==> src/rtl/gcnt_n.sv <==
// Parametrised up/down Gray-code counter with load, wrap/saturate mode and status pulses.
// The Gray bus is registered from the next binary value, so it cannot glitch.
module gcnt_n #(
    parameter int                WIDTH    = 4,
    parameter int                SATURATE = 0,
    parameter logic [WIDTH-1:0]  INIT     = '0
) (
    input  logic             i_clk,
    input  logic             i_rst,
    input  logic             i_en,
    input  logic             i_trig,
    input  logic             i_load,
    input  logic [WIDTH-1:0] i_load_val,
    output logic [WIDTH-1:0] o_count_bin,
    output logic [WIDTH-1:0] o_count_gray,
    output logic             o_wrap,
    output logic             o_sat
);

    localparam logic [WIDTH-1:0] ALL_ONES  = '1;
    localparam logic [WIDTH-1:0] INIT_GRAY = INIT ^ (INIT >> 1);
    localparam bit               SAT_MODE  = (SATURATE != 0);

    logic [WIDTH-1:0] r_bin;
    logic [WIDTH-1:0] r_gray;
    logic             r_wrap;
    logic             r_sat;

    logic [WIDTH-1:0] w_next_bin;
    logic [WIDTH-1:0] w_next_gray;
    logic             w_next_wrap;
    logic             w_next_sat;
    logic             w_at_top;
    logic             w_at_bot;

    assign w_at_top = (r_bin == ALL_ONES);
    assign w_at_bot = (r_bin == '0);

    always_comb begin
        w_next_bin  = r_bin;
        w_next_wrap = 1'b0;
        w_next_sat  = 1'b0;
        if (i_load) begin
            w_next_bin = i_load_val;
        end else if (i_en) begin
            if (!i_trig) begin
                if (!w_at_top) begin
                    w_next_bin = r_bin + 1'b1;
                end else if (!SAT_MODE) begin
                    w_next_bin  = '0;
                    w_next_wrap = 1'b1;
                end else begin
                    w_next_sat = 1'b1;
                end
            end else begin
                if (!w_at_bot) begin
                    w_next_bin = r_bin - 1'b1;
                end else if (!SAT_MODE) begin
                    w_next_bin  = ALL_ONES;
                    w_next_wrap = 1'b1;
                end else begin
                    w_next_sat = 1'b1;
                end
            end
        end
    end

    // Gray derived from the next-state value, never from the binary flop outputs.
    assign w_next_gray = w_next_bin ^ (w_next_bin >> 1);

    always_ff @(posedge i_clk) begin
        if (i_rst) begin
            r_bin  <= INIT;
            r_gray <= INIT_GRAY;
            r_wrap <= 1'b0;
            r_sat  <= 1'b0;
        end else begin
            r_bin  <= w_next_bin;
            r_gray <= w_next_gray;
            r_wrap <= w_next_wrap;
            r_sat  <= w_next_sat;
        end
    end

    assign o_count_bin  = r_bin;
    assign o_count_gray = r_gray;
    assign o_wrap       = r_wrap;
    assign o_sat        = r_sat;

endmodule

==> config.mk <==
export PLATFORM = sky130hd
export DESIGN_NAME = gcnt_n
export DESIGN_NICKNAME = d
export VERILOG_FILES = /design/src/rtl/gcnt_n.sv
export SDC_FILE = /design/constraint.sdc
export NUM_CORES = 1
export LEC_CHECK = 0
export BUFFER_PORTS_ARGS = -buffer_cell sky130_fd_sc_hd__buf_2
export CAP_MARGIN = 20
export CORE_UTILIZATION = 30
export DETAILED_ROUTE_END_ITERATION = 6
export HOLD_SLACK_MARGIN = 0.12
export PLACE_DENSITY_LB_ADDON = 0.1
export SYNTH_ARGS = -nofsm -noshare
export SYNTH_HDL_FRONTEND = slang
export SYNTH_SLANG_ARGS = --single-unit
==> constraint.sdc <==
create_clock -name i_clk -period 3.6 [get_ports i_clk]
set_clock_uncertainty 0.1 [all_clocks]
set_input_delay 0.18 -clock i_clk [delete_from_list [all_inputs] [get_ports i_clk]]
set_output_delay 0.18 -clock i_clk [all_outputs]
set_load 0.01 [all_outputs]
# Word-level counts from Yosys, hierarchy flattened
# Cells that the tools add are included.
[classes] n_addsub=2 eq_ne=1 muxes=8 bitwise_logic=2 reduce_logical=2
[ops] cell="$mux 4" count=5
[ops] cell="$add 4x1->4 const B" count=1
[ops] cell="$eq 4x4->1 const B" count=1
[ops] cell="$logic_not 4->1" count=1
[ops] cell="$sub 4x1->4 const B" count=1
[ops] cell="$xor 4x3->4" count=1
[ops] cell="$mux 1" count=3
[ops] cell="$reduce_or 3->1" count=1
[ops] cell="$not 1->1" count=1
[word_totals] reg_bits=9 output_inout_bits=10 word_cells=18

# Depth between registers and ports, before layout
[depth] depth_word=6 depth_mapped=7 ltp_nobuf=7

# Least setup slack after synthesis
# No wires, ideal clock.
[synth_path] path_type="reg2reg" from="register r_bin[0], in the netlist o_count_bin[0]" to="register r_gray[2], in the netlist o_count_gray[2]" arrival_ps=1737 required_time_ps=3379 slack_ps=1642 stages_incl_launch_ff=8 n_path_buf=0 path_cell_list="dfxtp_1 inv_1 ha_1 mux2_4 a211o_1 nand3_1 nor2_1 mux2_2"
[synth_via] elab_chain_cells=6 elab_cells_between_ends=10 cone_classes="add/sub: 2; eq/ne: 1; mux: 5; bitwise: 1; reduce/logical: 1"
[synth_rtl] element="from (decl)" line_no="24" source="logic [WIDTH-1:0] r_bin;"
[synth_rtl] element="from (signal assigned)" line_no="78" source="r_bin <= w_next_bin;"
[synth_rtl] element="$add 4x1->4, or another cell as far along" line_no="48" source="w_next_bin = r_bin + 1'b1;"
[synth_rtl] element="$mux 4 (on tied branches)" line_no="47, 56"
[synth_rtl] element="$mux 4 (*)" line_no="46" source="if (!i_trig) begin"
[synth_rtl] element="$mux 4 (*)" line_no="45" source="end else if (i_en) begin"
[synth_rtl] element="$mux 4 (*)" line_no="43" source="if (i_load) begin"
[synth_rtl] element="$xor 4x3->4 (*)" line_no="69" source="assign w_next_gray = w_next_bin ^ (w_next_bin >> 1);"
[synth_rtl] element="to (signal assigned)" line_no="79" source="r_gray <= w_next_gray;"
[synth_rtl] element="to (decl)" line_no="25" source="logic [WIDTH-1:0] r_gray;"
# Mark *: on every way between the ends. The rest lies on a longest branch, timed or not.
# A chain may end at the register's enable or synchronous reset.

# Final worst setup path
# Ends and elaborated chain as after synthesis.

==> impl.org <==
** Outcome
- The flow ran to the end, and the final reports show no timing, DRC or antenna violations.

** Timing
- Final Max Slew Viols :: 0
- Final worst path period share :: 0.565
- Final count of negative-setup-slack endpoints :: 0
- Based on the critical path, the design can be clocked at up to 491 MHz.
- Setup repair after global routing left no endpoint under its margin.
- Final Hold Violating Endpoints :: 0
- In the final timing run, aggregate negative setup slack is 0 ns.
- The smallest clock period supported by the final layout is computed as 2.03 ns.

** Power and ir drop
- IR Drop Worst-Case VDD :: about 140 uV
- The share of total power dissipated in combinational logic is 0.250.
- Reported net switching power :: just under 70 uW
- Leakage dissipation :: 0.284 nW
- Of the total power, the share spent switching nets is 0.296.
- Share of total power in sequential cells :: 0.455
- Design internal power :: approximately 160 uW
- Total power :: between 200 and 250 uW
- For this design the ratio of total power to cell area is 385 nW/um2.
- Of the total power, the clock network draws 0.295.

** Routing
- Summed over all nets, wire length on met3 after detailed routing comes to between 40 and 50 um.
- Post-Route M1 WL :: about 570 um
- Via/cell ratio :: roughly 4.9
- After detailed routing, the met2 layer carries around 440 um of wire.
- The first detailed-routing pass took 2 iterations.
- After detailed routing, no signal wire sits above met4.
- After detailed routing, the total wire length is 1070 um.
- In the final routed layout, each cell accounts on average for about 11 um.
- Violation count after the first detailed-routing iteration :: 5
- # DRC :: 0
- Via total after detailed routing :: approximately 470
- Number of routed nets with antenna violations :: 0

** Placed design
- Total half-perimeter wirelength after legalization and detailed placement :: 788 um
- In this run the tool buffered the top-level ports with 17 buffer cells.
- At the end of routability-driven placement, the weighted congestion stood at between 0.7 and 0.8.
- Placed Area :: between 500 and 600 um2

** CTS
- CTS sink count :: 8
- The tree is rooted in a clkbuf_4.
- After clock tree synthesis, the setup repair step added 0 buffers.
- Clock latency on the worst-skew pair :: about 0.25 ns
- Post-CTS repair changed the size of 0 cells.
- CTS tree :: done
- Clock-pin slew was measured on the worst setup and hold paths at approximately 0.05 ns.
- Clk buf depth :: 2
- CTS built an H-tree with a depth of 1.
- After clock tree synthesis, the flow added hold-fix buffers numbering 1.
- Counting the buffers created by CTS gives 3.

** Cells and area
- Fraction of the core area covered by cells at the end of the flow :: 0.397
- Of the cells placed in the final design, the portion with a size suffix greater than 1 is 0.291.
- For this run, the post-layout net count is 92.
- Final antenna diode count :: 0
- Area added between synthesis and finish :: 23.5%
- The layout has 169 filler cells.
- The finished cells cover around 600 um2.

** Critical path
- At the worst endpoint, the arrival time is roughly 2.1 ns.
- In this run the critical register-to-register path is launched from o_count_bin[0].
- Critical Path Fanout Max :: 9
- Counting cells, the worst reg-to-reg path comes to 7.
- Critical path capture point type :: flip-flop
- Type of the worst setup path :: reg -> reg
- In this run the register-to-register setup slack is 1.57 ns.
- Endpoint of the lowest-slack register-to-register path :: o_count_gray[2]
- At the worst endpoint, the required time is 3.64 ns.
- The worst setup path is launched from a flip-flop.

** Die
- Std-Cell Rows :: 14
- Chip height :: roughly 42 um
- Die ar. :: ~1800 um2
- In this run the count of I/O pins placed on the die edge is 19.
- Horizontal die dimension :: ~42 um
- The initial utilization of the core area, before any placement, comes to 0.321.
- Placeable Area :: about 1500 um2

** Global route
- Number of antenna violations at the first check in global routing :: 0
- Entering global routing, the biggest net connects 11 pins.
- Via count of the first global-routing pass :: 420
- First-pass GRT wire length :: approximately 1800 um
- Remaining global-route overflow :: 0
- Total Routing Usage GR :: 0.134

** Synthesis
- When the netlist entered floorplanning its net count stood at between 70 and 80.
- After technology mapping, the gate count stands at just over 60.
- Post-synthesis average cell area :: between 7 and 8 um2
- The share of the Yosys chip area taken by registers is 0.331.
- Total of flip-flops plus latches after synthesis :: 8
- Mapped cell area :: 484 um2
- Count of synthesis-stage warnings from yosys :: 0
- The netlist uses 26 different library cells.

** Worst hold path
- Path category of the worst min-delay check :: in -> reg
- The worst hold path begins at i_load_val[2].
- The worst hold path passes through 3 cells.
- For hold timing, the worst endpoint is o_count_bin[2].

** Job
- Across the run, the number of max-cap violations was 0.
-- metal layers --
layer | GRT usage | vias to the layer above
met5 | 0 | -
met4 | 0.0750 | 0
met3 | 0.0388 | 2
met2 | 0.188 | 13
met1 | 0.183 | 203
li1 | - | 248
-- Yosys cell counts (all sizes together) --
cell type	number	area share
a21oi	8	0.083
dfxtp	8	0.33
inv	5	0.039
xnor2	2	0.036
nor2	10	0.078
o21ai	2	0.021
nand3	2	0.021
nand2b	2	0.026
a211o	1	0.018
clkbuf	1	0.0077
ha	2	0.052
o311ai	1	0.018
buf	3	0.041
xor2	1	0.018
and3b	1	0.021
conb	1	0.0077
nand2	2	0.016
a31oi	1	0.013
a211oi	1	0.016
a41oi	1	0.018
nand3b	1	0.016
mux2	2	0.054
o31ai	2	0.031
nor3	2	0.021
-- registers in the layout (all words and copies together) (netlist names) --
signal,cells
o_count_bin,4
o_wrap,1
o_count_gray,3
-- cell usage in the layout (no fill, tap or decap) --
cell           netlist  layout
a41oi_1              1       1
a211oi_1             1       1
a211o_1              1       1
inv_1                5       5
nor3_1               2       2
nor2_1              10      10
nand2b_1             2       2
a21oi_1              8       8
a31oi_1              1       1
o21ai_0              2       2
nand2_1              2       2
xor2_1               1       1
o31ai_1              2       2
and3b_2              1       1
o311ai_0             1       1
dfxtp_1              8       8
xnor2_1              2       2
nand3b_1             1       1
conb_1               1       1
dlygate4sd3_1        0       1
nand3_1              2       2
mux2_4               1       1
buf_2                1      17
mux2_2               1       1
ha_1                 2       2
clkbuf_4             0       3
-- through the flow --
| stage | hold slack [ns] | worst slack (ns) | instances |
|---|---|---|---|
| 2_1_floorplan | 0.262 | 1.64 | 62 |
| 3_3_place_gp | 0.358 | 1.63 | 91 |
| 3_5_place_dp | 0.362 | 1.59 | 91 |
| 4_1_cts | 0.140 | 1.57 | 95 |
| 5_1_grt | 0.178 | 1.43 | 95 |
| 6_report | 0.140 | 1.57 | 95 |
-- worst max path at each step --
stage | to | startpoint
after global routing | o_count_gray[2] | o_count_bin[0]
after global placement | o_count_gray[2] | o_count_bin[0]
after CTS | o_count_gray[2] | o_count_bin[0]
after floorplan | o_count_gray[2] | o_count_bin[0]
final | o_count_gray[2] | o_count_bin[0]
after detailed placement | o_count_gray[2] | o_count_bin[0]
-- worst max-delay path, cell delays in order, from the launching register on --
cell,delay [ns]
dfxtp_1,0.48
inv_1,0.10
ha_1,0.24
mux2_4,0.27
a211o_1,0.30
nand3_1,0.13
nor2_1,0.05
mux2_2,0.25
-- area by class of cell --
class                   count  area [um2]  area share
inverters                   5        18.8      0.0314
flip-flops and latches      8         160       0.268
multi-input cells          45         282       0.471
well taps                  16        20.0      0.0335
clock buffers               3        22.5      0.0377
repair buffers             18        95.1       0.159
-- power by group through the flow --
stage | clock (mW) | sequential, mW | combinational (mW)
floorplan | 0 | 0.109 | 0.0362
global placement | 0 | 0.107 | 0.0574
detailed placement | 0 | 0.107 | 0.0571
CTS | 0.0710 | 0.105 | 0.0582
global route | 0.0756 | 0.107 | 0.0648
finish | 0.0678 | 0.105 | 0.0576
-- logic make-up after synthesis --
group / after synthesis / synth area share
buf+inv: 9 / 0.0878
simple gates: 20 / 0.196
other cells: 1 / 0.00774
xor+xnor: 3 / 0.0543
flops: 8 / 0.331
fa+ha+maj: 2 / 0.0517
compound gates: 17 / 0.217
mux: 2 / 0.0543
Note: power is estimated with default switching activity, not from simulation.
